--- config.mk ---
export PLATFORM = sky130hd
export DESIGN_NAME = stream_check
export DESIGN_NICKNAME = d
export VERILOG_FILES = /design/src/rtl/stream_check.sv
export SDC_FILE = /design/constraint.sdc
export NUM_CORES = 1
export LEC_CHECK = 0
export BUFFER_PORTS_ARGS = -buffer_cell sky130_fd_sc_hd__buf_2
export CORE_MARGIN = 2
export CORE_UTILIZATION = 40
export CTS_CLUSTER_SIZE = 24
export DETAILED_ROUTE_END_ITERATION = 8
export PLACE_DENSITY = 0.59
export SYNTH_ARGS = -nofsm -noshare
export SYNTH_HDL_FRONTEND = slang
export SYNTH_SLANG_ARGS = --single-unit
--- constraint.sdc ---
create_clock -name clk -period 10 [get_ports clk]
set_input_delay 1 -clock clk [delete_from_list [all_inputs] [get_ports clk]]
set_output_delay 1 -clock clk [all_outputs]
set_load 0.02 [all_outputs]
--- src/rtl/stream_check.sv ---
// stream_check: AXI-stream sink that checks an incrementing 32-bit data
// pattern and frame framing (tlast position), with optional pseudo-random
// backpressure and saturating frame/error statistics.
module stream_check #(
    parameter int          FRAME_W   = 16,
    parameter logic [15:0] LFSR_SEED = 16'hACE1
) (
    input  logic               clk,
    input  logic               areset,
    input  logic               enable,
    input  logic               throttle,
    input  logic               clear,
    input  logic [FRAME_W-1:0] frame_size,
    input  logic [31:0]        tdata,
    input  logic [3:0]         tkeep,
    input  logic               tlast,
    input  logic               tvalid,
    output logic               tready,
    output logic [31:0]        frame_count,
    output logic [31:0]        err_count,
    output logic [31:0]        first_err,
    output logic               err_sticky,
    output logic               err_pulse
);

    typedef enum logic [1:0] {
        S_IDLE,
        S_RUN,
        S_DRAIN
    } state_t;

    state_t             r_state;
    state_t             w_state_nxt;
    logic [15:0]        r_lfsr;
    logic [31:0]        r_exp;
    logic [FRAME_W-1:0] r_idx;
    logic [FRAME_W-1:0] r_fsize;
    logic [31:0]        r_frame_cnt;
    logic [31:0]        r_err_cnt;
    logic [31:0]        r_first_err;
    logic               r_sticky;
    logic               r_pulse;

    logic               w_stall;
    logic               w_tready;
    logic               w_accept;
    logic [FRAME_W-1:0] w_fs;
    logic               w_err_data;
    logic               w_err_keep;
    logic               w_err_early;
    logic               w_err_miss;
    logic               w_err;
    logic [FRAME_W-1:0] w_idx_nxt;

    assign w_stall  = throttle & r_lfsr[0];
    assign w_accept = tvalid & w_tready;

    // tready depends only on registered state and the LFSR, never on tvalid
    always_comb begin
        w_tready = 1'b0;
        case (r_state)
            S_IDLE:  w_tready = 1'b0;
            S_RUN:   w_tready = ~w_stall;
            S_DRAIN: w_tready = 1'b1;
            default: w_tready = 1'b0;
        endcase
    end

    // Per-beat error detection and next beat index
    always_comb begin
        // frame_size is live at the first beat of a frame, latched afterwards
        w_fs        = (r_idx == '0) ? frame_size : r_fsize;
        w_err_data  = (tdata != r_exp);
        w_err_keep  = (tkeep != 4'hF);
        w_err_early = tlast & (r_idx != w_fs);
        w_err_miss  = ~tlast & (r_idx == w_fs);
        w_err       = w_accept & (w_err_data | w_err_keep | w_err_early | w_err_miss);
        w_idx_nxt   = r_idx;
        if (clear) begin
            w_idx_nxt = '0;
        end else if (w_accept) begin
            // a missing last still closes the frame at frame_size
            if (tlast || (r_idx == w_fs)) begin
                w_idx_nxt = '0;
            end else begin
                w_idx_nxt = r_idx + 1'b1;
            end
        end
    end

    // Next-state logic
    always_comb begin
        w_state_nxt = r_state;
        case (r_state)
            S_IDLE: begin
                if (enable) begin
                    w_state_nxt = S_RUN;
                end
            end
            S_RUN: begin
                // judged on the index after this cycle's beat so a beat taken
                // on the same edge is not stranded mid-frame
                if (!enable) begin
                    w_state_nxt = (w_idx_nxt != '0) ? S_DRAIN : S_IDLE;
                end
            end
            S_DRAIN: begin
                if (w_accept && tlast && !clear) begin
                    w_state_nxt = S_IDLE;
                end
            end
            default: w_state_nxt = S_IDLE;
        endcase
    end

    // State register
    always_ff @(posedge clk or posedge areset) begin
        if (areset) begin
            r_state <= S_IDLE;
        end else begin
            r_state <= w_state_nxt;
        end
    end

    // Throttle LFSR: Fibonacci, taps 16,14,13,11, steps only while running
    always_ff @(posedge clk or posedge areset) begin
        if (areset) begin
            r_lfsr <= LFSR_SEED;
        end else if (r_state == S_RUN) begin
            r_lfsr <= {r_lfsr[14:0], r_lfsr[15] ^ r_lfsr[13] ^ r_lfsr[12] ^ r_lfsr[10]};
        end
    end

    // Expected data, beat index, latched frame size and statistics
    always_ff @(posedge clk or posedge areset) begin
        if (areset) begin
            r_exp       <= '0;
            r_idx       <= '0;
            r_fsize     <= '0;
            r_frame_cnt <= '0;
            r_err_cnt   <= '0;
            r_first_err <= '0;
            r_sticky    <= 1'b0;
            r_pulse     <= 1'b0;
        end else if (clear) begin
            r_exp       <= '0;
            r_idx       <= '0;
            r_frame_cnt <= '0;
            r_err_cnt   <= '0;
            r_first_err <= '0;
            r_sticky    <= 1'b0;
            r_pulse     <= 1'b0;
        end else begin
            r_pulse <= w_err;
            r_idx   <= w_idx_nxt;
            if (w_accept) begin
                // on a mismatch, resync to the received data
                r_exp <= w_err_data ? (tdata + 32'd1) : (r_exp + 32'd1);
                if (r_idx == '0) begin
                    r_fsize <= frame_size;
                end
                if (tlast && (r_frame_cnt != '1)) begin
                    r_frame_cnt <= r_frame_cnt + 32'd1;
                end
                if (w_err) begin
                    if (r_err_cnt != '1) begin
                        r_err_cnt <= r_err_cnt + 32'd1;
                    end
                    if (!r_sticky) begin
                        r_first_err <= tdata;
                    end
                    r_sticky <= 1'b1;
                end
            end
        end
    end

    assign tready      = w_tready;
    assign frame_count = r_frame_cnt;
    assign err_count   = r_err_cnt;
    assign first_err   = r_first_err;
    assign err_sticky  = r_sticky;
    assign err_pulse   = r_pulse;

endmodule
Word-level counts from Yosys, hierarchy flattened --
Index checks and enable logic that the tools add are counted.
Storage, ports and cells: bits in registers 180, logic and storage cells 88
Operators by class: add/subtract/negate cells 5, equality and inequality tests 12, mux-type cells 29, bitwise logic cells 14, reductions and logical operators 18
Operators by type and width (count):
- $mux W32 | 14
- $add A32 B1 Y32 const B | 4
- $mux W16 | 5
- $ne A32 B32 Y1 const B | 2
- $ne A32 B32 Y1 | 1
- $add A16 B1 Y16 const B | 1
- $eq A16 B16 Y1 | 1
- $logic_not A16 Y1 | 1
- $ne A16 B16 Y1 | 1
- $reduce_bool A16 Y1 | 1
- $reduce_and A3 Y1 | 3
- $mux W2 | 4
- $ne A2 B2 Y1 const B | 4
- $reduce_bool A2 Y1 | 4
- $pmux W2 S3 | 1
- $reduce_and A2 Y1 | 3
- $and A1 B1 Y1 | 5
- $mux W1 | 4
- $ne A4 B4 Y1 const B | 1
- $logic_and A1 B1 Y1 | 3
- $not A1 Y1 | 3
- $or A1 B1 Y1 | 3
- $xor A1 B1 Y1 | 3
- $eq A2 B1 Y1 const B | 1
- 5 further kinds | 5

Logic depth before layout (Yosys ltp) --
Gate-level depths: netlist of run 1.
word-level depth 11, mapped depth 12, depth with buffers taken out 10

Worst setup path after synthesis of run 1 --
No wires, ideal clock.
path type input-to-reg, start point input port tdata[9], end point register r_err_cnt[4] (netlist: err_count[4]), setup time 128 ps, data arrival time 3380 ps, slack 6493 ps, stages on the path 10, cells stage by stage clkbuf_1 -> xnor2_1 -> nand2_1 -> or4_1 -> nor4_2 -> nand4_1 -> o31ai_4 -> buf_4 -> nor2_1 -> mux2_1
On the way: cells in the longest elaborated chain, start to end 7
Ends and longest elaborated chain:
- start, declared | RTL line 14 | input logic [31:0] tdata,
- $ne A32 B32 Y1 | RTL line 73 | w_err_data = (tdata != r_exp);
- $or A1 B1 Y1 (3 in series) | RTL line 77 | w_err = w_accept & (w_err_data | w_err_keep | w_err_early | w_err_miss);
- $and A1 B1 Y1 | RTL line 77
- $reduce_bool A2 Y1 (no line)
- $reduce_and A3 Y1 (no line)
- end signal, assigned | RTL line 167 | r_err_cnt <= r_err_cnt + 32'd1;
- end, declared | RTL line 39 | logic [31:0] r_err_cnt;
No other way between the ends. A chain may end at the register's enable or synchronous reset.

Worst setup path in the final report of run 1 --
start point register r_state[1], end point register r_frame_cnt[15] (netlist: frame_count[15])
On the way: cells in the longest elaborated chain, start to end 5, elaborated cells between the ends (all ways) 6, those cells by class eq/ne: 2; mux: 1; bitwise: 1; reduce/logical: 2
Ends and longest elaborated chain:
- start, declared | RTL line 32 | state_t r_state;
- start signal, assigned | RTL line 121 | r_state <= w_state_nxt;
- $eq A2 B2 Y1 / $eq A2 B1 Y1 (equally long branches) | RTL line 61 | case (r_state)
- $pmux W1 S2 * | RTL line 61
- $and A1 B1 Y1 * | RTL line 56 | assign w_accept = tvalid & w_tready;
- $reduce_bool A2 Y1 (no line) *
- $reduce_and A2 Y1 (no line) *
- end signal, assigned | RTL line 163 | r_frame_cnt <= r_frame_cnt + 32'd1;
- end, declared | RTL line 38 | logic [31:0] r_frame_cnt;
Every way passes the cells marked *; elsewhere a longest branch is shown, timed or not.

==> results.md, run 1 <==
* Status: complete, no violations
* MaxCap Viol Count at 0
* Top Ports at 158
* Slew @ Worst Pin at 0.8621 ns
* Post-detail-place hpwl at 18.31 mm
* Post-CTS Setup Repair Bufs at 0
* WP data required at 10.28 ns
* GPL Wtd Cong at 0.8629
* Synth top area share at 43.12%
* Crit path capture type: register
* Mapped cell area at 9982 sq um
* Post_cts resized at 0
* Worst-Skew Late Latency at 0.43 ns
* # clock sinks at 180
* Cells after Synth at 1016
* Maximum buffer depth of the clock tree at 2
* R2r startpoint: r_state[1]$_DFFE_PP0P_
* Tightest Hold Check Type: register to register
* Placed Instances at 1441
* Max Slew Vio Count at 0
* Initial antenna violation count at 2
* Crit-path max FO at 76
* Die Wd at 162.0 um
* Critical hold path startpoint: first_err[12]$_DFFE_PP0P_
* Initial Util at 40.93%
* Final wirelength at 25.91 mm
* Total number of vias at 8107
* Relative slew slack at 42.27%
* Hold depth at 1
* Register cell area after layout at 4514 sq um
* FP Rows at 57
* Fillers at 2384
* Async set-reset flop share out of synthesis at 100.0%
* LEAKAGE at 5.023 nW
* Kind of critical path: register to register
* Hold-fix buffers, CTS at 0
* Tcrit/Tclk final at 41.30%
* Top cell type by total area after synthesis: dfrtp_1
* VDD IR max at 0.1030 mV
* Post-DR wirelength/cell at 17.58 um
* Synth warn at 0
* Worst clock skew at 0.01367 ns
* Power, Total at 0.002138 W
* Hold Path Sink: first_err[12]$_DFFE_PP0P_
* Post-synth EDFFs at 0
* Largest net degree at the start of global routing at 77
* CP Data Arrival Time at 4.41 ns
* Initial DRC Count at 498
* Final Util at 47.44%
* Register area share after synthesis at 45.22%
* CTS tree: yes
* H-tree levels at 4
* Top post-synthesis cells by area: dfrtp_1 43%, xnor2_1 6.3%, nor2_1 4.5%
* Multi-input combinational cell area at 5076 sq um
* Distinct cells, synth at 75
* DIE HEIGHT at 162.0 um
* Routed Antenna Nets at 0
* DRC at 0
* Share of cells above drive strength 1 at 22.72%
* Buffers on Ports at 157
* Layout area overhead at 15.92%
* Reg2reg path depth at 10
* Avg Cell Area, Syn at 9.825 sq um
* Final nets at 1203
* Top_reg_cell synth: dfrtp_1
* RSZ-0062 raised after global routing: no
* Via count of the first global-routing pass at 7922
* Setup TNS at 0 ns
* Final setup fails at 0
* Syn Nets at 1083
* Core footprint at 24390 sq um
* Critical Path Start Type: register
* Final Hold Vio Count at 0
* Non-Filler Instances at 1474
* Worst R2R End: frame_count[15]$_DFFE_PP0P_
* Pwr per Cell Area at 184.8 nW/um^2
* Flops & latches, synth at 180
* Final critical-path required period at 4.130 ns
* Clock root buffer: clkbuf_16
* Reg clk slew, reported paths at 0.08 ns
* Die ar. at 26230 sq um
* FF-to-FF setup slack at 5.87 ns
* CTS buffer count at 17
* First-pass GRT wire length at 42.70 mm
* DR pass1 iterations at 5
* GRT Total Usage at 20.24%
* FMAX at 242.1 MHz
* Grt total ovfl at 0
* Via density at 5.500
area by class of cell:
class / count / area share, %
clock inverters: 13 / 1.395
well taps: 324 / 3.503
clock buffers: 19 / 3.914
inverters: 28 / 0.9516
repair buffers: 165 / 7.331
diodes: 1 / 0.02163
flip-flops and latches: 180 / 39.01
multi-input cells: 744 / 43.87
cell usage after synthesis, types with 27 or more instances:
library cell    n
dfrtp_1       172
nor2_1        119
xnor2_1        72
nand2_1        63
xor2_1         46
nand3_1        45
clkbuf_1       40
nand4_1        34
a22o_1         33
mux2_2         31
a211oi_1       30
inv_1          27
flip-flops by register name (all words and copies together) (netlist names):
name         flops
err_pulse        1
err_count       32
r_idx           16
r_lfsr          16
r_exp           32
frame_count     32
err_sticky       1
first_err       32
r_state          2
r_fsize         16
report_power, final:
| group | internal [W] | switching [W] |
|---|---|---|
| clock | 0.000391 | 0.000314 |
| combinational | 0.000218 | 0.000275 |
| sequential | 0.000859 | 0.0000801 |
| total | 0.00147 | 0.000670 |
worst max path at each step:
stage / start / to / cells after the start
floorplan: areset / err_count[0]$_DFFE_PP0P_ / 1
global placement: clear / err_count[23]$_DFFE_PP0P_ / 8
detailed placement: clear / err_count[13]$_DFFE_PP0P_ / 8
CTS: r_state[1]$_DFFE_PP0P_ / frame_count[15]$_DFFE_PP0P_ / 10
global route: r_state[1]$_DFFE_PP0P_ / frame_count[17]$_DFFE_PP0P_ / 10
finish: r_state[1]$_DFFE_PP0P_ / frame_count[15]$_DFFE_PP0P_ / 10
logic make-up (layout without fill, tap and decap cells):
| kind of cell | count (synthesis) | after routing | share of synthesized area (%) |
|---|---|---|---|
| buf+inv | 92 | 225 | 3.998 |
| fa+ha+maj | 8 | 8 | 1.003 |
| simple gates | 413 | 413 | 22.06 |
| flops | 180 | 180 | 45.22 |
| xor+xnor | 118 | 118 | 10.35 |
| other cells | 0 | 1 | 0 |
| compound gates | 162 | 162 | 12.56 |
| mux | 43 | 43 | 4.801 |
placed cells by master, fill, tap and decap left out, types with 7 or more instances in the layout:
master     instances
a211oi_1          30
a21oi_1           22
a22o_1            33
and3_1            17
and4_1            11
buf_2            156
buf_4              9
clkbuf_16         17
dfrtp_1          172
dfstp_2            8
ha_1               8
inv_1             26
mux2_1             8
mux2_2            31
nand2_1           63
nand2b_1           7
nand3_1           45
nand4_1           34
nor2_1           119
nor2b_1           25
nor3_1            19
nor4_1            14
o21ai_0           13
o31ai_1           14
or3_1             14
or4_1             20
xnor2_1           72
xor2_1            46
routing by layer:
| metal | global-route usage [%] | share of wire [%] |
|---|---|---|
| met1 | 28.53 | 48 |
| met2 | 31.68 | 46 |
| met3 | 3.422 | 4.0 |
| met4 | 6.838 | 2.0 |
| met5 | 0 | 0.050 |
critical path: stages, from the launching register on:
cell and delay, ns:
dfrtp_1 0.39, inv_1 0.10, ha_1 0.67, a21boi_0 0.40, o211a_2 0.22, buf_4 0.59, o211ai_1 0.49, nor4_1 0.73
nand3_1 0.17, xor2_1 0.15, nor2_1 0.05
metrics by stage:
stage	area [sq um]	hold WS, ns	setup WS [ns]
2_1_floorplan	9982	0.4750	4.126
3_3_place_gp	10950	0.4848	5.841
3_5_place_dp	10950	0.4855	5.779
4_1_cts	11570	0.5077	5.863
5_1_grt	11570	0.5178	5.492
6_report	11570	0.5021	5.870
No activity file was read; power rests on OpenSTA's default activity.
==> run 2, diff against run 1 <==
--- a/config.mk
+++ b/config.mk
@@ -5,12 +5,13 @@
 export SDC_FILE = /design/constraint.sdc
 export NUM_CORES = 1
 export LEC_CHECK = 0
+export ABC_AREA = 1
 export BUFFER_PORTS_ARGS = -buffer_cell sky130_fd_sc_hd__buf_2
 export CORE_MARGIN = 2
 export CORE_UTILIZATION = 40
 export CTS_CLUSTER_SIZE = 24
 export DETAILED_ROUTE_END_ITERATION = 8
-export PLACE_DENSITY = 0.59
+export PLACE_DENSITY = 0.58
 export SYNTH_ARGS = -nofsm -noshare
 export SYNTH_HDL_FRONTEND = slang
 export SYNTH_SLANG_ARGS = --single-unit
==> constraint.sdc (replaced) <==
create_clock -name clk -period 4.3 [get_ports clk]
set_input_delay 0.43 -clock clk [delete_from_list [all_inputs] [get_ports clk]]
set_output_delay 0.43 -clock clk [all_outputs]
set_load 0.02 [all_outputs]
==> run 2 against run 1 <==
Highest routed layer is now met4. Combinational power rose by 100%. Register-to-register slack got worse by 5.2 ns. Via count rose by 23%.
==> results.md, run 2 <==
* Share of cells above drive strength 1 at 14.10%
* Initial antenna violation count at 0
* Synth top area share at 40.74%
* Syn Nets at 1523
* FP Rows at 59
* DIE HEIGHT at 166.5 um
* MaxCap Viol Count at 0
* Final setup fails at 0
* Most frequent cells in the layout: 447 x nand2_1, 172 x dfrtp_1, 159 x nor2_1
* Via count of the first global-routing pass at 9534
* Maximum buffer depth of the clock tree at 2
* Avg Cell Area, Syn at 7.256 sq um
* Synth Area in Adders at 0.9474%
* Initial Util at 40.66%
* Largest net degree at the start of global routing at 181
* Layout area overhead at 15.89%
* Post-synthesis simple-gate area fraction at 35.94%
* CTS tree: yes
* Top cell type by total area after synthesis: dfrtp_1
* Synth warn at 0
* Core footprint at 25980 sq um
* CTS buffer count at 17
* Cell with the most instances after synthesis: nand2_1
* FMAX at 276.5 MHz
* Pwr per Cell Area at 379.9 nW/um^2
* Critical Path Start Type: register
* Synth Area in Compound Gates at 7.627%
* CP Data Arrival Time at 3.92 ns
* Critical path's slowest cell: dfrtp_1
* Die ar. at 27730 sq um
* Routed Antenna Nets at 0
* Buffers on Ports at 157
* Register area share after synthesis at 42.73%
* Post-synth EDFFs at 0
* Final wirelength at 28.79 mm
* Die Wd at 166.5 um
* Flops & latches, synth at 180
* Crit-path max FO at 32
* Distinct cells, synth at 48
* Post-synthesis mux area share at 0%
* Top Ports at 158
* LEAKAGE at 6.023 nW
* Final Hold Vio Count at 0
* # clock sinks at 180
* RSZ-0062 raised after global routing: no
* Setup TNS at 0 ns
* Async set-reset flop share out of synthesis at 100.0%
* Most used cell, CP: nand2_1
* Commonest non-fill, non-tap cell in the layout: nand2_1
* Final critical-path required period at 3.617 ns
* Tcrit/Tclk final at 84.11%
* Top_reg_cell synth: dfrtp_1
* Synth Area in XOR/XNOR at 4.974%
* GPL Wtd Cong at 0.8962
* DRC at 0
* H-tree levels at 4
* Largest delay share family, worst path: simple AND/OR/NAND/NOR gates
* First-pass GRT wire length at 48.05 mm
* Mapped cell area at 10570 sq um
* Crit path capture type: register
* VDD IR max at 0.2761 mV
* Hold_ws at 0.2571 ns
* Max Slew Vio Count at 0
* GRT Total Usage at 20.87%
* Post-DR wirelength/cell at 14.80 um
* Critical-path cell list: inv_1 -> ha_1 -> nand2_1 -> nor2_4 -> nand2_2 -> nand2_1 -> nand2_1 -> nand2_1 -> nand2_1 -> nor2_1 -> nand2_1 -> nor2_1 -> nand2_1 -> nand2_1 -> inv_2 -> o21ai_2 -> nor2_2 -> nor2_8 -> nand2_4 -> nand2_1 -> nand2_1
* Post-detail-place hpwl at 20.59 mm
* Status: complete, no violations
* Slowest stage delay, CP at 0.43 ns
* Slew @ Worst Pin at 1.073 ns
* Worst clock skew at 0.01562 ns
* Tightest Hold Check Type: input port to asynchronous set/reset pin
* Via density at 5.137
* Largest family of logic cells by synthesized area: simple AND/OR/NAND/NOR gates
* DR pass1 iterations at 6
* Kind of critical path: register to register
* Crit path buf inv count at 2
* Cells after Synth at 1456
* Clock root buffer: clkbuf_16
* Initial DRC Count at 815
* Worst-Skew Late Latency at 0.43 ns
* Reg clk slew, reported paths at 0.08 ns
* Top post-synthesis cells by area: dfrtp_1 41%, nand2_1 16%, nand3_1 6.4%
* Total number of vias at 9997
* WP data required at 4.60 ns
* Top cells by count, synth: 447 x nand2_1, 172 x dfrtp_1, 160 x nor2_1
* Final nets at 1665
* Grt total ovfl at 0
* Relative slew slack at 28.42%
-- run 2: layer usage --
layer	wire [um]	GRT usage [%]
met2	13190	33.24
met5	0	0
met4	403	4.760
met1	13900	29.84
met3	1294	3.565
-- run 2: layout make-up --
type                       count  area, sq um
antenna                        1        2.502
clock buffer                  17        425.4
clock inverter                14        192.7
fill                        2689        13740
inverter                     150        570.5
multi-input combinational   1080         5231
sequential                   180         4514
tap                          335        419.2
timing repair buffer         169        888.4
-- run 2: where the power goes --
group	internal, W	switching [W]	total (W)	leakage (nW)
clock network	0.000932	0.000726	0.00166	0.292
registers	0.00188	0.000111	0.00199	2.45
logic	0.000305	0.000701	0.00101	3.28
-- run 2: repair_timing --
action	in CTS	in global routing
setup endpoints to repair	0	3
hold buffers	0	0
resized for setup	0	1
buffers inserted	0	0
endpoints found under the hold margin	0	0
-- run 2: logic make-up after synthesis --
group | after synthesis
AO/OA/AOI/OAI | 137
XOR/XNOR | 60
adder cells (fa/ha/maj) | 8
buffers and inverters | 196
flip-flops | 180
AND/OR/NAND/NOR | 875
-- run 2: final timing paths --
kind                       slack (ns)                  start                        end  cells after the start
min in group clk                 0.28              tdata[12]  first_err[12]$_DFFE_PP0P_                      3
max                              0.68     r_idx[1]$_DFF_PP0_  first_err[25]$_DFFE_PP0P_                     21
max in group asynchronous        3.25                 areset  err_count[29]$_DFFE_PP0P_                      3
min                              0.26                 areset    r_fsize[11]$_DFFE_PP0P_                      3
min reg2reg                      0.46  r_lfsr[6]$_DFFE_PP1P_      r_lfsr[6]$_DFFE_PP1P_                      2
max reg2reg                      0.68     r_idx[1]$_DFF_PP0_  first_err[25]$_DFFE_PP0P_                     21
-- run 2: tightest hold or removal path, delay by kind of cell --
family   cells  cell delay [ns]
buf+inv      3             0.81
-- run 2: through the flow --
stage / instance area (sq um) / total power [W] / util [%] / setup WS (ns) / cells
2_1_floorplan: 10570 / 0.002736 / - / 1.568 / 1456
3_3_place_gp: 11620 / 0.003033 / 44.72 / 0.5290 / 1914
3_5_place_dp: 11620 / 0.003038 / 44.72 / 0.4741 / 1914
4_1_cts: 12240 / 0.004720 / 47.10 / 0.4600 / 1945
5_1_grt: 12240 / 0.004926 / 47.11 / 0.2291 / 1945
6_report: 12240 / 0.004652 / 47.12 / 0.6834 / 1946
